--- src/rtl/usb_reg_fe_sync.sv ---
// USB register front-end: double-registers the SAM3U bus, issues single-cycle register
// strokes and returns read data after pRD_LATENCY. Optional stream burst counter: USB_FE_STREAM_EN.
module usb_reg_fe_sync #(
    parameter int unsigned pADDR_WIDTH   = 21,
    parameter int unsigned pBYTECNT_SIZE = 7,
    parameter int unsigned pRD_LATENCY   = 2,
    parameter int unsigned pISOUT_HOLD   = 3,
    parameter int unsigned pSTREAM_ADDR  = 0
) (
    input  logic                                 usb_clk,
    input  logic                                 rst,
    input  logic [7:0]                           usb_din,
    output logic [7:0]                           usb_dout,
    output logic                                 usb_isout,
    input  logic [pADDR_WIDTH-1:0]               usb_addr,
    input  logic                                 usb_rdn,
    input  logic                                 usb_wrn,
    input  logic                                 usb_cen,
    input  logic                                 usb_alen,
    output logic [pADDR_WIDTH-pBYTECNT_SIZE-1:0] reg_address,
    output logic [pBYTECNT_SIZE-1:0]             reg_bytecnt,
    output logic [7:0]                           reg_datao,
    input  logic [7:0]                           reg_datai,
    output logic                                 reg_read,
    output logic                                 reg_write,
    output logic                                 reg_addrvalid
);

    localparam int unsigned REG_AW = pADDR_WIDTH - pBYTECNT_SIZE;
    localparam int unsigned CNT_W  = 4;
    localparam logic [CNT_W-1:0] RD_LAT   = CNT_W'(pRD_LATENCY);
    localparam logic [CNT_W-1:0] ISO_HOLD = CNT_W'(pISOUT_HOLD);

    typedef enum logic [1:0] {IDLE, RD_WAIT, RD_HOLD, ISO_TAIL} state_t;

    state_t                   state;
    logic [CNT_W-1:0]         cnt;
    logic [pADDR_WIDTH-1:0]   addr_s1, addr_s2;
    logic [7:0]               din_s1, din_s2;
    logic                     rdn_s1, rdn_s2, wrn_s1, wrn_s2, cen_s1, cen_s2;
    logic                     rd_q3, wr_q3;
    logic                     rd_q1, rd_q2, wr_q2;
    logic                     rd_start, wr_start, rd_accept, wr_accept, busy_nxt;
    logic [REG_AW-1:0]        addr_field;
    logic                     unused_alen;

    assign unused_alen = usb_alen;

    assign rd_q1 = ~cen_s1 & ~rdn_s1;
    assign rd_q2 = ~cen_s2 & ~rdn_s2;
    assign wr_q2 = ~cen_s2 & ~wrn_s2;

    assign rd_start  = rd_q2 & ~rd_q3;
    assign wr_start  = wr_q2 & ~wr_q3;
    // A read may restart during the isout tail; writes are only taken when fully idle.
    assign rd_accept = rd_start & ((state == IDLE) | (state == ISO_TAIL));
    assign wr_accept = wr_start & ~rd_start & (state == IDLE);
    assign busy_nxt  = rd_accept | (state == RD_WAIT) | (state == RD_HOLD)
                     | ((state == ISO_TAIL) & (cnt != CNT_W'(1)));

    assign addr_field = addr_s2[pADDR_WIDTH-1:pBYTECNT_SIZE];

`ifdef USB_FE_STREAM_EN
    logic [pBYTECNT_SIZE-1:0] stream_cnt;
`endif

    always_ff @(posedge usb_clk) begin
        if (rst) begin
            addr_s1       <= '0;
            addr_s2       <= '0;
            din_s1        <= '0;
            din_s2        <= '0;
            rdn_s1        <= 1'b1;
            rdn_s2        <= 1'b1;
            wrn_s1        <= 1'b1;
            wrn_s2        <= 1'b1;
            cen_s1        <= 1'b1;
            cen_s2        <= 1'b1;
            rd_q3         <= 1'b0;
            wr_q3         <= 1'b0;
            state         <= IDLE;
            cnt           <= '0;
            usb_dout      <= '0;
            usb_isout     <= 1'b0;
            reg_read      <= 1'b0;
            reg_write     <= 1'b0;
            reg_addrvalid <= 1'b0;
            reg_address   <= '0;
            reg_bytecnt   <= '0;
            reg_datao     <= '0;
`ifdef USB_FE_STREAM_EN
            stream_cnt    <= '0;
`endif
        end else begin
            addr_s1 <= usb_addr;
            addr_s2 <= addr_s1;
            din_s1  <= usb_din;
            din_s2  <= din_s1;
            rdn_s1  <= usb_rdn;
            rdn_s2  <= rdn_s1;
            wrn_s1  <= usb_wrn;
            wrn_s2  <= wrn_s1;
            cen_s1  <= usb_cen;
            cen_s2  <= cen_s1;
            rd_q3   <= rd_q2;
            wr_q3   <= wr_q2;

            reg_read      <= rd_accept;
            reg_write     <= wr_accept;
            usb_isout     <= rd_q1 | busy_nxt;
            reg_addrvalid <= busy_nxt | wr_accept;

            // Access select is captured once per accepted access and held until the next.
            if (rd_accept | wr_accept) begin
                reg_address <= addr_field;
                reg_datao   <= din_s2;
`ifdef USB_FE_STREAM_EN
                if (addr_field == REG_AW'(pSTREAM_ADDR)) begin
                    reg_bytecnt <= stream_cnt;
                    stream_cnt  <= stream_cnt + pBYTECNT_SIZE'(1);
                end else begin
                    reg_bytecnt <= addr_s2[pBYTECNT_SIZE-1:0];
                    stream_cnt  <= '0;
                end
`else
                reg_bytecnt <= addr_s2[pBYTECNT_SIZE-1:0];
`endif
            end

            case (state)
                IDLE: begin
                    if (rd_accept) begin
                        state <= RD_WAIT;
                        cnt   <= RD_LAT;
                    end
                end
                RD_WAIT: begin
                    if (cnt == '0) begin
                        usb_dout <= reg_datai;
                        if (rd_q2) begin
                            state <= RD_HOLD;
                        end else begin
                            state <= ISO_TAIL;
                            cnt   <= ISO_HOLD;
                        end
                    end else begin
                        cnt <= cnt - CNT_W'(1);
                    end
                end
                RD_HOLD: begin
                    if (!rd_q2) begin
                        state <= ISO_TAIL;
                        cnt   <= ISO_HOLD;
                    end
                end
                ISO_TAIL: begin
                    if (rd_accept) begin
                        state <= RD_WAIT;
                        cnt   <= RD_LAT;
                    end else if (cnt == CNT_W'(1)) begin
                        state <= IDLE;
                        cnt   <= '0;
                    end else begin
                        cnt <= cnt - CNT_W'(1);
                    end
                end
                default: begin
                    state <= IDLE;
                    cnt   <= '0;
                end
            endcase
        end
    end

endmodule

--- config.mk ---
export PLATFORM = sky130hd
export DESIGN_NAME = usb_reg_fe_sync
export DESIGN_NICKNAME = d
export VERILOG_FILES = /design/src/rtl/usb_reg_fe_sync.sv
export SDC_FILE = /design/constraint.sdc
export NUM_CORES = 1
export LEC_CHECK = 0
export BUFFER_PORTS_ARGS = -buffer_cell sky130_fd_sc_hd__buf_2
export CORE_ASPECT_RATIO = 0.8
export CORE_MARGIN = 4
export CORE_UTILIZATION = 35
export DETAILED_ROUTE_END_ITERATION = 8
export SYNTH_ARGS = -nofsm -noshare
export SYNTH_HDL_FRONTEND = slang
export SYNTH_SLANG_ARGS = --single-unit
--- constraint.sdc ---
create_clock -name usb_clk -period 2.4 [get_ports usb_clk]
set_input_delay 0.48 -clock usb_clk [delete_from_list [all_inputs] [get_ports usb_clk]]
set_output_delay 0.48 -clock usb_clk [all_outputs]
set_load 0.01 [all_outputs]
## Word-level counts from Yosys, hierarchy flattened

Index checks and enable logic that the tools add are counted.

- Register bits after elaboration: 113
- Latch bits: 0
- Memory bits (writable): 0
- Memory bits (read-only): 0
- Input bits: 43
- Output and inout port bits: 41
- Word-level logic and storage cells: 73
- Memories: 0

- Add/sub/neg operators: 1
- Multipliers: 0
- Divide/modulo/power cells: 0
- Order comparisons: 0
- Eq/ne operators: 9
- Shift operators: 0
- Muxes and demuxes: 13
- Bitwise operators: 24
- Reductions and logical operators: 4

Operators by type and width:

| cell | number |
|---|---|
| $mux W4 | 5 |
| $pmux W4 S4 | 1 |
| $mux W2 | 5 |
| $and A1 B1 Y1 | 9 |
| $not A1 Y1 | 8 |
| $pmux W2 S4 | 1 |
| $or A1 B1 Y1 | 7 |
| $eq A2 B2 Y1 const B | 2 |
| $eq A4 B1 Y1 const B | 1 |
| $logic_not A4 Y1 | 1 |
| $ne A2 B2 Y1 const B | 2 |
| $ne A4 B1 Y1 const B | 1 |
| $reduce_and A4 Y1 | 1 |
| $sub A4 B1 Y4 const B | 1 |
| $ne A3 B2 Y1 const B | 1 |
| $eq A2 B1 Y1 const B | 1 |
| $logic_not A2 Y1 | 1 |
| $ne A2 B1 Y1 const B | 1 |
| $reduce_and A2 Y1 | 1 |
| $mux W1 | 1 |

## Longest topological paths before layout

- Depth after elaboration: 8
- Gate-level depth with buffers: 8

## Worst setup path before layout

No wires, ideal clock.

- Path kind: flip-flop to flip-flop
- From: register state[0]
- To: register cnt[0]
- Library setup time: 0.116 ns
- Data arrival time: 1.945 ns
- Setup slack: 0.340 ns
- Stages on the path, launching flop included: 7
- Path buffers: 0
- Clock period less this slack: 2.060 ns
- Path through: dfxtp_1 -> inv_1 -> ha_1 -> or4_4 -> a32o_2 -> nor3b_2 -> a31o_1

- Longest elaborated chain between the ends: 5

RTL lines:

| element | line | source |
|---|---|---|
| start, declared | 36 | `state_t state;` |
| start signal, assigned | 81 | `state <= IDLE;` |
| start signal, assigned | 133 | `state <= RD_WAIT;` |
| start signal, assigned | 141 | `state <= RD_HOLD;` |
| $eq A2 B2 Y1 / $logic_not A2 Y1 (equally long branches) | 56, 130 |  |
| $or A1 B1 Y1 | 56 | `assign rd_accept = rd_start & ((state == IDLE) \| (state == ISO_TAIL));` |
| $and A1 B1 Y1 | 56 |  |
| $mux W4 | 157 | `if (rd_accept) begin` |
| $pmux W4 S4 | 130 | `case (state)` |
| end signal, assigned | 147 | `cnt <= cnt - CNT_W'(1);` |
| end signal, assigned | 164 | `cnt <= cnt - CNT_W'(1);` |
| end, declared | 37 | `logic [CNT_W-1:0] cnt;` |

Several ways; a longest one is shown, not always the timed one.
A chain may end at the register's enable or synchronous reset.

## Worst setup path in the final report

Ends and elaborated chain as after synthesis.

==> impl_metrics.env <==
export IMPL_crit_fanout=7
export IMPL_cts_setup_buffers=0
export IMPL_routed_wl_um=6990
export IMPL_pin_count=84
export IMPL_path_clk_slew_ps=50
export IMPL_maxCapViolations=0
export IMPL_synth_top_flop_cell="dfxtp_1"
export IMPL_root_buffer="clkbuf_16"
export IMPL_cts_buffer_depth=2
export IMPL_syn_cell_area_um2=3760
export IMPL_tritoncts="built"
export IMPL_place_ws_ps=211
export IMPL_dpl_cell_count=558
export IMPL_startpoint_type="flip-flop"
export IMPL_clock_skew_ps=7.32
export IMPL_grt_overflow_total=0
export IMPL_setup_viol=0
export IMPL_finalNonFillerCells=590
export IMPL_whs_ps=263
export IMPL_post_synth_top_area_cell="dfxtp_1"
export IMPL_cellLeakagePower_nw=2.05
export IMPL_drc=0
export IMPL_p_clk_share_pct=46.9
export IMPL_syn2layout_area_growth_pct=31.1
export IMPL_grt_pass1_wl_um=11300
export IMPL_combPwrFrac_pct=12.7
export IMPL_layout_common_cells="dfxtp_1, buf_2, nor2b_1"
export IMPL_critical_path_required_ps=2680
export IMPL_gp_congestion=0.792
export IMPL_timing_critical_path_to="cnt[0]$_SDFFE_PP0P_"
export IMPL_synth_area_leaders="dfxtp_1, nor2b_1, mux2i_1, nor2_1, ha_1"
export IMPL_synthCells=349
export IMPL_regToRegSetupSlack_ps=180
export IMPL_r2r_cells=6
export IMPL_via_per_inst=4.45
export IMPL_vias=2625
export IMPL_die_w_um=124
export IMPL_antenna_found_initial=0
export IMPL_reg2reg_from="state[0]$_SDFFE_PP0P_"
export IMPL_final_nets=488
export IMPL_tns_ps=0
export IMPL_final_common_cell="dfxtp_1"
export IMPL_start_util_pct=36.3
export IMPL_syn_nets=400
export IMPL_final_layout_size_suffix_gt1_share_pct=30.2
export IMPL_grt_pass1_vias=2489
export IMPL_p_sw_mw=1.24
export IMPL_die_h_um=101
export IMPL_rows=33
export IMPL_grt_max_degree=65
export IMPL_p_int_mw=3.84
export IMPL_cts_max_level=4
export IMPL_clock_latency_ps=400
export IMPL_ir_drop_uv=671
export IMPL_r2r_end="cnt[0]$_SDFFE_PP0P_"
export IMPL_path_class="reg -> reg"
export IMPL_rsz0062_at_grt="false"
export IMPL_setup_ws_ps=176
export IMPL_core_area_um2=10400
export IMPL_maxSlewHeadroom_pct=57.2
export IMPL_period_minus_slack_ps=2220
export IMPL_seq_power_share_pct=40.4
export IMPL_synth_seq_cells=113
export IMPL_synthArstFlopShare_pct=0
export IMPL_crit_path_end_kind="flip-flop"
export IMPL_n_antenna_cell=0
export IMPL_hold_path_class="in -> reg"
export IMPL_swShare_pct=24.4
export IMPL_clock_fmax_mhz=450
export IMPL_syn_avg_cell_area_um2=10.8
export IMPL_hold_buffers=0
export IMPL_first_pass_iters=6
export IMPL_cts_sinks=113
export IMPL_cts_made_buffers=17
export IMPL_yosysWarnings=0
export IMPL_grt_use_total_pct=11.9
export IMPL_io_buffer_count=82
export IMPL_synth_edf_count=0
export IMPL_cts_repair_resized=0
export IMPL_dieArea_um2=12500
export IMPL_wl_per_cell_um=11.9
export IMPL_tightest_slew_ps=643
export IMPL_slew_violations=0
export IMPL_status="complete, no violations"
export IMPL_hold_violations=0
export IMPL_ys_seq_area_share_pct=60.1
export IMPL_dp_hpwl_um=4560
export IMPL_drt_initial_drc_count=113
export IMPL_synth_top_area_share_pct=60.1
export IMPL_period_share_pct=92.7
export IMPL_power_density_nw_per_um2=1030
export IMPL_cp_startpoint="state[0]$_SDFFE_PP0P_"
export IMPL_synthDistinctLibCells=44
export IMPL_ant_nets=0
export IMPL_arrival_ps=2510
-- worst min-delay path by stage --
stage                                 start                 to  slack (ps)  depth (start not counted)
after floorplan           wrn_s1$_SDFF_PP1_  wrn_s2$_SDFF_PP1_         390                          1
after global placement    wrn_s1$_SDFF_PP1_  wrn_s2$_SDFF_PP1_         390                          1
after detailed placement  wrn_s1$_SDFF_PP1_  wrn_s2$_SDFF_PP1_         390                          1
after CTS                           usb_rdn  rdn_s1$_SDFF_PP1_         240                          2
after global routing                usb_rdn  rdn_s1$_SDFF_PP1_         240                          2
final                               usb_rdn  rdn_s1$_SDFF_PP1_         260                          2
-- synthesized netlist by cell type, types with 2 or more instances --
library cell / instances
dfxtp_1: 113
nor2b_1: 58
nor2_1: 33
mux2i_1: 29
nand2_1: 18
a21oi_1: 14
clkbuf_1: 13
ha_1: 8
or2_2: 8
inv_1: 7
a21o_1: 3
a31oi_1: 3
nor3_1: 3
o21ai_0: 3
buf_2: 2
buf_4: 2
nand2b_1: 2
nand3_1: 2
nor4_1: 2
o22ai_1: 2
-- power by group through the flow --
stage                     clock, mW  combinational, mW  sequential (mW)
after floorplan                   0              0.427             2.09
after global placement            0              0.624             2.08
after detailed placement          0              0.637             2.09
after CTS                      2.46              0.643             2.05
after global routing           2.54              0.725             2.06
final                          2.38              0.644             2.05
-- kinds of logic (layout without fill, tap and decap cells) --
group	after synthesis	in the layout	synth area share (%)
compound gates	40	40	7.22
fa+ha+maj	8	8	2.66
buf+inv	26	127	3.06
flops	113	113	60.1
mux	29	29	7.72
simple gates	133	133	19.2
-- state kept, by name, summed over array words and instances, names as in the netlist, 2 cells and up --
| name | count |
|---|---|
| reg_datao | 8 |
| state | 2 |
| addr_s1 | 21 |
| din_s2 | 8 |
| usb_dout | 8 |
| reg_bytecnt | 7 |
| din_s1 | 8 |
| cnt | 4 |
| reg_address | 14 |
| addr_s2 | 21 |
-- stage by stage --
| stage | total power, mW | util [%] | instance area [µm²] |
|---|---|---|---|
| after floorplan | 2.52 | - | 3760 |
| after global placement | 2.70 | 42.0 | 4350 |
| after detailed placement | 2.72 | 42.0 | 4350 |
| after CTS | 5.15 | 47.6 | 4930 |
| after global routing | 5.33 | 47.6 | 4930 |
| final | 5.08 | 47.6 | 4930 |
-- critical path: stages, from the launching register on --
cell and delay (ps):
dfxtp_1 380, inv_1 100, ha_1 330, or4_4 570, a32o_2 340, nor3b_2 180
a31o_1 210
-- per-layer routing --
| metal | part of all wire, % | global-route usage [%] | vias to the layer above |
|---|---|---|---|
| met5 | 0 | 0 | - |
| met4 | 1.7 | 7.32 | 0 |
| met3 | 8.5 | 4.71 | 13 |
| met2 | 45 | 18.5 | 87 |
| met1 | 45 | 13.8 | 1190 |
| li1 | - | - | 1335 |
-- layout make-up --
| cell class | count | area [µm²] |
|---|---|---|
| Inverter | 7 | 26.3 |
| Timing Repair Buffer | 88 | 495 |
| Tap cell | 140 | 175 |
| Sequential cell | 113 | 2260 |
| Clock buffer | 18 | 439 |
| Multi-Input combinational cell | 210 | 1390 |
| Clock inverter | 14 | 141 |
| Fill cell | 970 | 5430 |
No activity file was read; power rests on OpenSTA's default activity.
